File: config.mk
export PLATFORM = sky130hd
export DESIGN_NAME = axis_delay_ctrl
export DESIGN_NICKNAME = d
export VERILOG_FILES = /design/src/rtl/axis_delay_ctrl.sv
export SDC_FILE = /design/constraint.sdc
export NUM_CORES = 1
export LEC_CHECK = 0
export ABC_AREA = 1
export CORE_MARGIN = 5
export CORE_UTILIZATION = 40
export DETAILED_ROUTE_END_ITERATION = 16
export GPL_ROUTABILITY_DRIVEN = 0
export HOLD_SLACK_MARGIN = 0.1
export PLACE_DENSITY = 0.62
export SLEW_MARGIN = 20
export SYNTH_ARGS = -nofsm -noshare
export SYNTH_HDL_FRONTEND = slang
export SYNTH_SLANG_ARGS = --single-unit
File: constraint.sdc
create_clock -name clk_i -period 5 [get_ports clk_i]
set_input_delay 0.75 -clock clk_i [delete_from_list [all_inputs] [get_ports clk_i]]
set_output_delay 0.75 -clock clk_i [all_outputs]
set_load 0.005 [all_outputs]
File: src/rtl/axis_delay_ctrl.sv
// axis_delay_ctrl
//   Flow controller for a fixed-latency, enable-gated delay pipeline. It
//   tracks a valid bit and a last bit through every stage of the controlled
//   datapath, stalls every stage together under output backpressure, and
//   keeps packets apart by refusing new input until the current packet's
//   last beat has left.
//
// Parameters
//   Latency   number of register stages in the controlled pipeline (>= 1)
//   CntWidth  derived width of the in-flight beat counter
//
// Ports
//   clk_i       clock, rising edge
//   rst_i       asynchronous active-high reset
//   s_valid_i   upstream beat valid
//   s_last_i    upstream beat is the last of its packet
//   s_ready_o   controller accepts an upstream beat
//   m_valid_o   beat valid at the pipeline output
//   m_last_o    output beat is the last of its packet
//   m_ready_i   downstream accepts the output beat
//   en_o        shared stage enable for the datapath delay registers
//   inflight_o  number of valid beats currently in the pipeline
//   busy_o      high whenever the controller is not IDLE
module axis_delay_ctrl #(
  parameter int Latency = 4,
  localparam int CntWidth = $clog2(Latency + 1)
) (
  input  logic                clk_i,
  input  logic                rst_i,
  input  logic                s_valid_i,
  input  logic                s_last_i,
  output logic                s_ready_o,
  output logic                m_valid_o,
  output logic                m_last_o,
  input  logic                m_ready_i,
  output logic                en_o,
  output logic [CntWidth-1:0] inflight_o,
  output logic                busy_o
);

  generate
    if (Latency < 1) begin : g_bad_latency
      $error("axis_delay_ctrl: Latency must be at least 1");
    end
  endgenerate

  localparam logic [1:0] IDLE   = 2'd0;
  localparam logic [1:0] ACTIVE = 2'd1;
  localparam logic [1:0] DRAIN  = 2'd2;

  localparam logic [CntWidth-1:0] MaxCnt = CntWidth'(Latency);

  logic [1:0]          state_q;
  logic [1:0]          state_d;
  // Index 0 is stage 1 (first register), index Latency-1 is the output stage.
  logic [Latency-1:0]  vld_q;
  logic [Latency-1:0]  lst_q;
  logic [CntWidth-1:0] cnt_q;
  logic                en;
  logic                in_fire;
  logic                out_fire;

  assign m_valid_o = vld_q[Latency-1];
  assign m_last_o  = lst_q[Latency-1] & vld_q[Latency-1];

  // The whole pipeline moves only when the output stage is empty or being
  // taken; reset forces the enable low so nothing moves while it is held.
  assign en        = ~rst_i & (~m_valid_o | m_ready_i);
  assign en_o      = en;
  assign s_ready_o = en & (state_q != DRAIN);

  assign in_fire  = s_valid_i & s_ready_o;
  assign out_fire = m_valid_o & m_ready_i;

  // Shadow valid/last shift registers. Bubble stages shift like any other.
  // NOTE: sequential state is written with non-blocking assignments so every
  // stage samples its neighbour's pre-edge value, regardless of statement order.
  // NOTE: these are control bits, not datapath storage, so they take the
  // async reset; the matching data registers are reset by their owner.
  always_ff @(posedge clk_i or posedge rst_i) begin
    if (rst_i) begin
      vld_q <= '0;
      lst_q <= '0;
    end else if (en) begin
      vld_q[0] <= in_fire;
      lst_q[0] <= s_last_i;
      for (int i = 1; i < Latency; i++) begin
        vld_q[i] <= vld_q[i-1];
        lst_q[i] <= lst_q[i-1];
      end
    end
  end

  // Packet state: DRAIN blocks input from the accept of a last beat until
  // that beat has left, so the next packet starts one cycle after it.
  // NOTE: state_d gets a default before the case so no path leaves it
  // unassigned, which would otherwise infer a latch.
  always_comb begin
    state_d = state_q;
    case (state_q)
      IDLE:    if (in_fire) state_d = s_last_i ? DRAIN : ACTIVE;
      ACTIVE:  if (in_fire && s_last_i) state_d = DRAIN;
      DRAIN:   if (out_fire && m_last_o) state_d = IDLE;
      default: state_d = IDLE;
    endcase
  end

  always_ff @(posedge clk_i or posedge rst_i) begin
    if (rst_i) begin
      state_q <= IDLE;
    end else begin
      state_q <= state_d;
    end
  end

  // In-flight beat counter.
  always_ff @(posedge clk_i or posedge rst_i) begin
    if (rst_i) begin
      cnt_q <= '0;
    end else begin
      case ({in_fire, out_fire})
        2'b10:   cnt_q <= cnt_q + CntWidth'(1);
        2'b01:   cnt_q <= cnt_q - CntWidth'(1);
        default: cnt_q <= cnt_q;
      endcase
    end
  end

  assign inflight_o = cnt_q;
  assign busy_o     = (state_q != IDLE);

  a_no_overflow : assert property (@(posedge clk_i) disable iff (rst_i)
    !(in_fire && !out_fire && cnt_q == MaxCnt));

  a_no_underflow : assert property (@(posedge clk_i) disable iff (rst_i)
    !(out_fire && !in_fire && cnt_q == '0));

endmodule

=== Word-level counts from Yosys, hierarchy flattened ===
Index checks and enable logic that the tools add are counted.

* Register bits: 13
* Output and inout port bits: 8
* Logic and storage cells: 34

* Add/subtract/negate cells: 2
* Equal/unequal tests: 8
* Mux-type cells: 6
* Bitwise operators: 8
* Reductions and logical operators: 6

{| class="wikitable"
|+ Operators by type and width
! cell !! count
|-
| $mux 2 || 4
|-
| $ne 2x2->1 const B || 4
|-
| $pmux 2 s3 || 1
|-
| $pmux 3 s2 || 1
|-
| $and 1x1->1 || 5
|-
| $eq 2x1->1 const B || 2
|-
| $eq 2x2->1 const B || 2
|-
| $reduce_bool 2->1 || 2
|-
| $add 3x1->3 const B || 1
|-
| $reduce_and 3->1 || 1
|-
| $sub 3x1->3 const B || 1
|-
| $logic_and 1x1->1 || 2
|-
| $logic_not 2->1 || 1
|-
| $not 1->1 || 2
|-
| $or 1x1->1 || 1
|}

=== Depth between registers and ports, before layout ===
* Word-level depth: 8
* Depth in mapped cells: 10
* Depth with buffers taken out: 10

=== Worst setup path before layout ===
OpenSTA, ideal clock, no wires.

* Path kind: in2reg
* Start: in rst_i
* End: reg cnt_q[2] (netlist: inflight_o[2])
* Data arrival time: 2.330 ns
* Data required time: 4.876 ns
* Slack: 2.546 ns
* Stages on the path: 9
* Path buffers: 0
* Cells stage by stage: inv_1 nand3_2 nor2_4 inv_2 ha_1 fa_1 a21oi_1 o21ai_0 xnor2_1

* Cells in the longest elaborated chain, start to end: 6
* Elaborated cells on any way between the ends: 8
* Those cells by class: eq/ne (2); mux (1); bitwise (4); reduce/logical (1)

{| class="wikitable"
|+ Ends and longest elaborated chain
! item !! RTL line !! RTL
|-
| from (decl) || 29 || <nowiki>input logic rst_i,</nowiki>
|-
| $not 1->1 (*) || 68 || <nowiki>assign en = ~rst_i & (~m_valid_o | m_ready_i);</nowiki>
|-
| $and 1x1->1 (*) || 68 ||
|-
| $and 1x1->1 (*) || 70 || <nowiki>assign s_ready_o = en & (state_q != DRAIN);</nowiki>
|-
| $and 1x1->1 (*) || 72 || <nowiki>assign in_fire = s_valid_i & s_ready_o;</nowiki>
|-
| $eq 2x1->1 / $eq 2x2->1 (equally long branches) || 121 || <nowiki>case ({in_fire, out_fire})</nowiki>
|-
| $pmux 3 s2 / $reduce_bool 2->1 (equally long branches) || n/a ||
|-
| to (signal assigned) || 122 || <nowiki>2'b10: cnt_q <= cnt_q + CntWidth'(1);</nowiki>
|-
| to (signal assigned) || 123 || <nowiki>2'b01: cnt_q <= cnt_q - CntWidth'(1);</nowiki>
|-
| to (signal assigned) || 124 || <nowiki>default: cnt_q <= cnt_q;</nowiki>
|-
| to (decl) || 58 || <nowiki>logic [CntWidth-1:0] cnt_q;</nowiki>
|}

Every way passes the cells marked *; elsewhere a longest branch is shown, timed or not.
A chain may end at the register's enable or synchronous reset.

=== Final worst setup path ===
* Start: in rst_i
* End: out s_ready_o

* Cells in the longest elaborated chain, start to end: 3

{| class="wikitable"
|+ Ends and longest elaborated chain
! item !! RTL line !! RTL
|-
| $not 1->1 || 68 ||
|-
| $and 1x1->1 || 68 ||
|-
| $and 1x1->1 || 70 ||
|-
| to (decl) || 32 || <nowiki>output logic s_ready_o,</nowiki>
|}

No other way between the ends.

==> impl_metrics.py <==
metrics = {
    "min_path": {
        "hold_depth": 1,
        "worstHoldEndpoint": "inflight_o[2]",
        "hp-class": "reg -> reg",
        "hp-start": "inflight_o[2]",
    },
    "logic_synthesis": {
        "syn_nets": 75,
        "synth_compound_area_share_pct": 12.3,
        "synth_fa_ha_area_share_pct": 5.17,
        "ys_warn_count": 0,
        "synth_area_per_cell_um2": 9.26,
        "synth_top_family_by_area": "simple AND/OR/NAND/NOR gates",
        "synth_cell_types": 19,
        "syn_inst": 68,
        "yosys-mux-area-fraction_pct": 1.79,
        "seq_area_frac_synth_pct": 51.7,
        "synth.ff_latch_count": 13,
        "syn_area_um2": 629,
        "yosys.area_share.xor_xnor_pct": 2.78,
        "yosys.area_share.simple_pct": 17.3,
    },
    "setup_path": {
        "critPathMaxFanout": 14,
        "crit_type": "in -> out",
        "critPathRequiredTime_ns": 4.25,
        "cp-start-kind": "input port",
        "rrSetupSlack_ns": 3.00,
        "worst_setup_path_end_kind": "primary output",
        "r2r_cells": 9,
        "reg2reg_to": "inflight_o[2]",
        "r2r-start": "vld_q[3]",
        "worst_ep_arrival_time_ns": 2.39,
    },
    "route": {
        "wl_per_cell_um": 10.9,
        "wirelength_um": 1090,
        "firstDrtPassIters": 4,
        "vias_per_cell": 4.75,
        "drt_iter0_drc": 4,
        "drc": 0,
        "final_antenna_net_count": 0,
        "vias": 475,
    },
    "floorplan": {
        "initial_utilization_pct": 41.8,
        "fp.coreArea_um2": 1510,
        "dieArea_um2": 2470,
        "pin_count": 13,
        "die_w_um": 49.7,
        "core.rowCount": 14,
        "fp.dieH_um": 49.7,
    },
    "final_layout": {
        "final_cell_mix": "nand2_1, dfrtp_1, inv_1, clkdlybuf4s50_1",
        "fin_cells": 100,
        "final_common_cell": "nand2_1",
        "syn_to_final_growth_pct": 26.4,
        "multi_input_area_um2": 248,
        "final_util_pct": 52.8,
        "drive_gt1_share_pct": 15.5,
        "antennaDiodeCount": 0,
        "fin_area_um2": 796,
        "n_fill_cell": 155,
        "area.sequential_um2": 325,
        "nNetsFinal": 92,
    },
    "run": {
        "maxCapViolCount": 0,
    },
    "pwr": {
        "power_mw": 0.416,
        "peakVddDrop_mv": 0.258,
        "leakage_nw": 0.404,
        "power_density_nw_per_um2": 523,
    },
    "timing": {
        "hold_viol": 0,
        "post-route-min-period_ns": 3.14,
        "period_share_pct": 62.8,
        "relSlewSlack_pct": 63.6,
        "worstMarginPinSlew_ns": 0.545,
        "clock.fmax_mhz": 319,
        "layout_setup_ws_ns": 1.86,
        "fin_skew_ns": 0.00512,
        "setup_viol": 0,
        "hold_slack_ns": 0.480,
        "setup_tns_ns": 0,
        "drv_slew": 0,
        "rsz0062_at_grt": "no",
    },
    "placement": {
        "io_buffer_count": 12,
        "hpwl_um": 858,
        "place_inst": 96,
        "pre_cts_ws_ns": 1.82,
        "dpl-instance-area_um2": 769,
    },
    "global_route": {
        "grt_max_degree": 15,
        "grt_pass1_vias": 488,
        "track_usage_pct": 10.8,
        "grt_pass1_wl_um": 2130,
        "antenna_found_initial": 0,
        "overflow": 0,
    },
    "clock_network": {
        "cts.sinks": 13,
        "clk_path_buf_depth": 2,
        "cts_setup_buffers": 0,
        "cts_buffers": 3,
        "cts_resized": 0,
        "hold_buffers": 0,
        "clk_latency_ns": 0.27,
        "root_buffer": "clkbuf_4",
        "path_clk_slew_ns": 0.07,
        "cts_tree": "done",
        "htree_levels": 1,
    },
    "status": {
        "status": "finished clean",
    },
}
[logic make-up after synthesis]
group / after synthesis
and+or+nand+nor: 24
buffers and inverters: 15
AOI/OAI and AO/OA: 11
muxes: 1
xor gates and xnor gates: 2
DFF: 13
adders and majority gates: 2
[synthesized netlist by cell type]
cell type	number	area share, %
a21oi_4	1	2.6
nand2_2	1	0.99
nand2_1	18	11
xnor2_1	2	2.8
inv_2	3	1.8
nor2_4	1	1.8
fa_1	1	3.2
o21ai_0	3	2.4
nand4_1	1	0.99
o21ai_2	2	2.8
o2111ai_1	1	1.4
mux2_2	1	1.8
nor2_1	2	1.2
ha_1	1	2.0
dfrtp_1	13	52
inv_1	12	7.2
o21ai_1	3	2.4
nand3_2	1	1.6
a21oi_1	1	0.79
[routing by layer]
metal | part of all wire (%) | track usage, % | wire [um] | up-vias
li1 | - | - | - | 243
met1 | 48 | 15.1 | 522 | 223
met2 | 47 | 15.9 | 519 | 9
met3 | 4.8 | 3.01 | 52 | 0
met4 | 0 | 3.93 | 0 | 0
met5 | 0 | 0 | 0 | -
[registers in the layout, indices dropped and copies added, names as in the netlist]
signal,flops
vld_q,4
state_q,2
inflight_o,3
lst_q,4
[area by class of cell]
class	count	share of cell area [%]
Tap cell	16	2.52
Multi-Input combinational cell	40	31.1
Timing Repair Buffer	12	15.1
Inverter	15	7.08
Sequential cell	13	40.9
Clock buffer	4	3.30
[worst max path at each step]
| stage | from | to | depth (start not counted) |
|---|---|---|---|
| finish | rst_i | s_ready_o | 5 |
| global route | rst_i | s_ready_o | 5 |
| detailed placement | rst_i | s_ready_o | 5 |
| CTS | rst_i | s_ready_o | 5 |
| floorplan | rst_i | inflight_o[2] | 9 |
| global placement | rst_i | s_ready_o | 5 |
[worst max-delay path: stages]
cell and delay, ns:
clkdlybuf4s50_1 0.46, inv_1 0.43, nand3_2 0.18, inv_1 0.08, clkdlybuf4s50_1 0.49
[power breakdown]
group          internal (mW)  switching (mW)  total (mW)  leakage, nW
Combinational         0.0941          0.0760       0.170        0.226
Clock                 0.0308          0.0325      0.0634       0.0150
Sequential             0.149          0.0338       0.183        0.163
Total                  0.274           0.142       0.416        0.404
No activity file was read; power rests on OpenSTA's default activity.
==> variant: new RTL, same settings <==
The parameter `Latency` goes from 4 to 8.
--- a/src/rtl/axis_delay_ctrl.sv
+++ b/src/rtl/axis_delay_ctrl.sv
@@ -22,7 +22,7 @@
 //   inflight_o  number of valid beats currently in the pipeline
 //   busy_o      high whenever the controller is not IDLE
 module axis_delay_ctrl #(
-  parameter int Latency = 4,
+  parameter int Latency = 8,
   localparam int CntWidth = $clog2(Latency + 1)
 ) (
   input  logic                clk_i,
Ports: changed (resized inflight_o); port bits go from 13 to 14. No check against the original RTL was run, so the function may have changed too.
==> variant against the original RTL <==
Die area up 51%; sequential cell count increased by 9; total power up 56%; cell area rose by 54%; via count rose by 64%; worst setup slack lost 73 ps; wire length rose by 72%; synthesized cell count grew 81%; synthesized area is 65% higher; clock skew up 6.6 ps; worst hold slack worse by 3.6 ps; critical endpoint is now en_o; largest cell class unchanged.
==> variant: results (changes against the original RTL) <==
* Max incr delay on CP at 550 ps (+60 ps)
* Final net count at 147 (+60%)
* Layout cell share with drive strength beyond 1 at 7.246% (-8.2 points)
* # fillers at 247 (+59%)
* Detailed Routing Iterations Pass 1 at 5 (+1)
* IO buf count at 13 (+1)
* Metal3 WL at 59 um (+13%)
* Met1 Usage GRT at 15.57% (+0.50 points)
* Max IR drop VDD at 0.2607 mV (+1.2%)
* Placement Cell Area at 1200 um^2 (+56%)
* Synth area leaders: dfrtp_1, nand2_1, inv_1
* Crit path max fanout at 24 (+10)
* WL met1 at 944 um (+81%)
* Met2 WL at 869 um (+67%)
* Max-Slew Margin vs Limit at 79.05% (+15 points)
* Met2 usage at 19.69% (+3.8 points)
* Routed wire length at 1.884 mm (+72%)
* Total track usage at 11.85% (+1.0 points)
* Worst Skew at 11.70 ps (+6.575 ps)
* Post-synth top cells: nand2_1, dfrtp_1, inv_1, o21ai_0
* Cell-internal power at 408.0 uW (+49%)
* Gate power share at 41.6% (+0.7 points)
* Largest net degree at the start of global routing at 25 (+10)
* Syn nets at 130 (+73%)
* Clock power share at 11.8% (-3.4 points)
* Seq/Total Area, Yosys at 52.88% (+1.2 points)
* Setup WS pre-CTS at 1763 ps (-55.01 ps)
* Post-Synth Adder-Cell Area at 2.404% (-2.8 points)
* Status: finished, final reports clean
* Vias/cell at 4.649 (-2.1%)
* DP Wirelength at 1.452 mm (+69%)
* Post-Synth XOR/XNOR Area at 1.683% (-1.1 points)
* Post-synthesis compound-gate area fraction at 9.976% (-2.4 points)
* Starting DRT DRC Count at 31 (+27)
-- variant: path summary, 6_finish.rpt --
| kind | from | end | slack, ps | cells after the start |
|---|---|---|---|---|
| max in group asynchronous | rst_i | lst_q[4] | 3970 | 3 |
| worst max register to register | vld_q[7] | inflight_o[2] | 3160 | 11 |
| worst min register to register | vld_q[6] | vld_q[7] | 480 | 2 |
| worst max-delay path | rst_i | en_o | 1790 | 6 |
| worst min-delay path | vld_q[6] | vld_q[7] | 480 | 2 |
| min in group asynchronous | rst_i | inflight_o[1] | 780 | 3 |
-- variant: cell type report --
class,count,area [um^2],share of cell area [%]
Sequential cell,22,550.5,45.04
Multi-Input combinational cell,76,387.9,31.73
Timing Repair Buffer,14,137.6,11.26
Inverter,23,86.33,7.062
Tap cell,30,37.54,3.071
Clock buffer,3,22.52,1.842
-- variant: through the flow --
step	power, uW	cells
floorplan	471.9	123
global placement	567.0	165
detailed placement	579.5	165
CTS	656.6	168
global route	706.6	168
finish	647.6	168
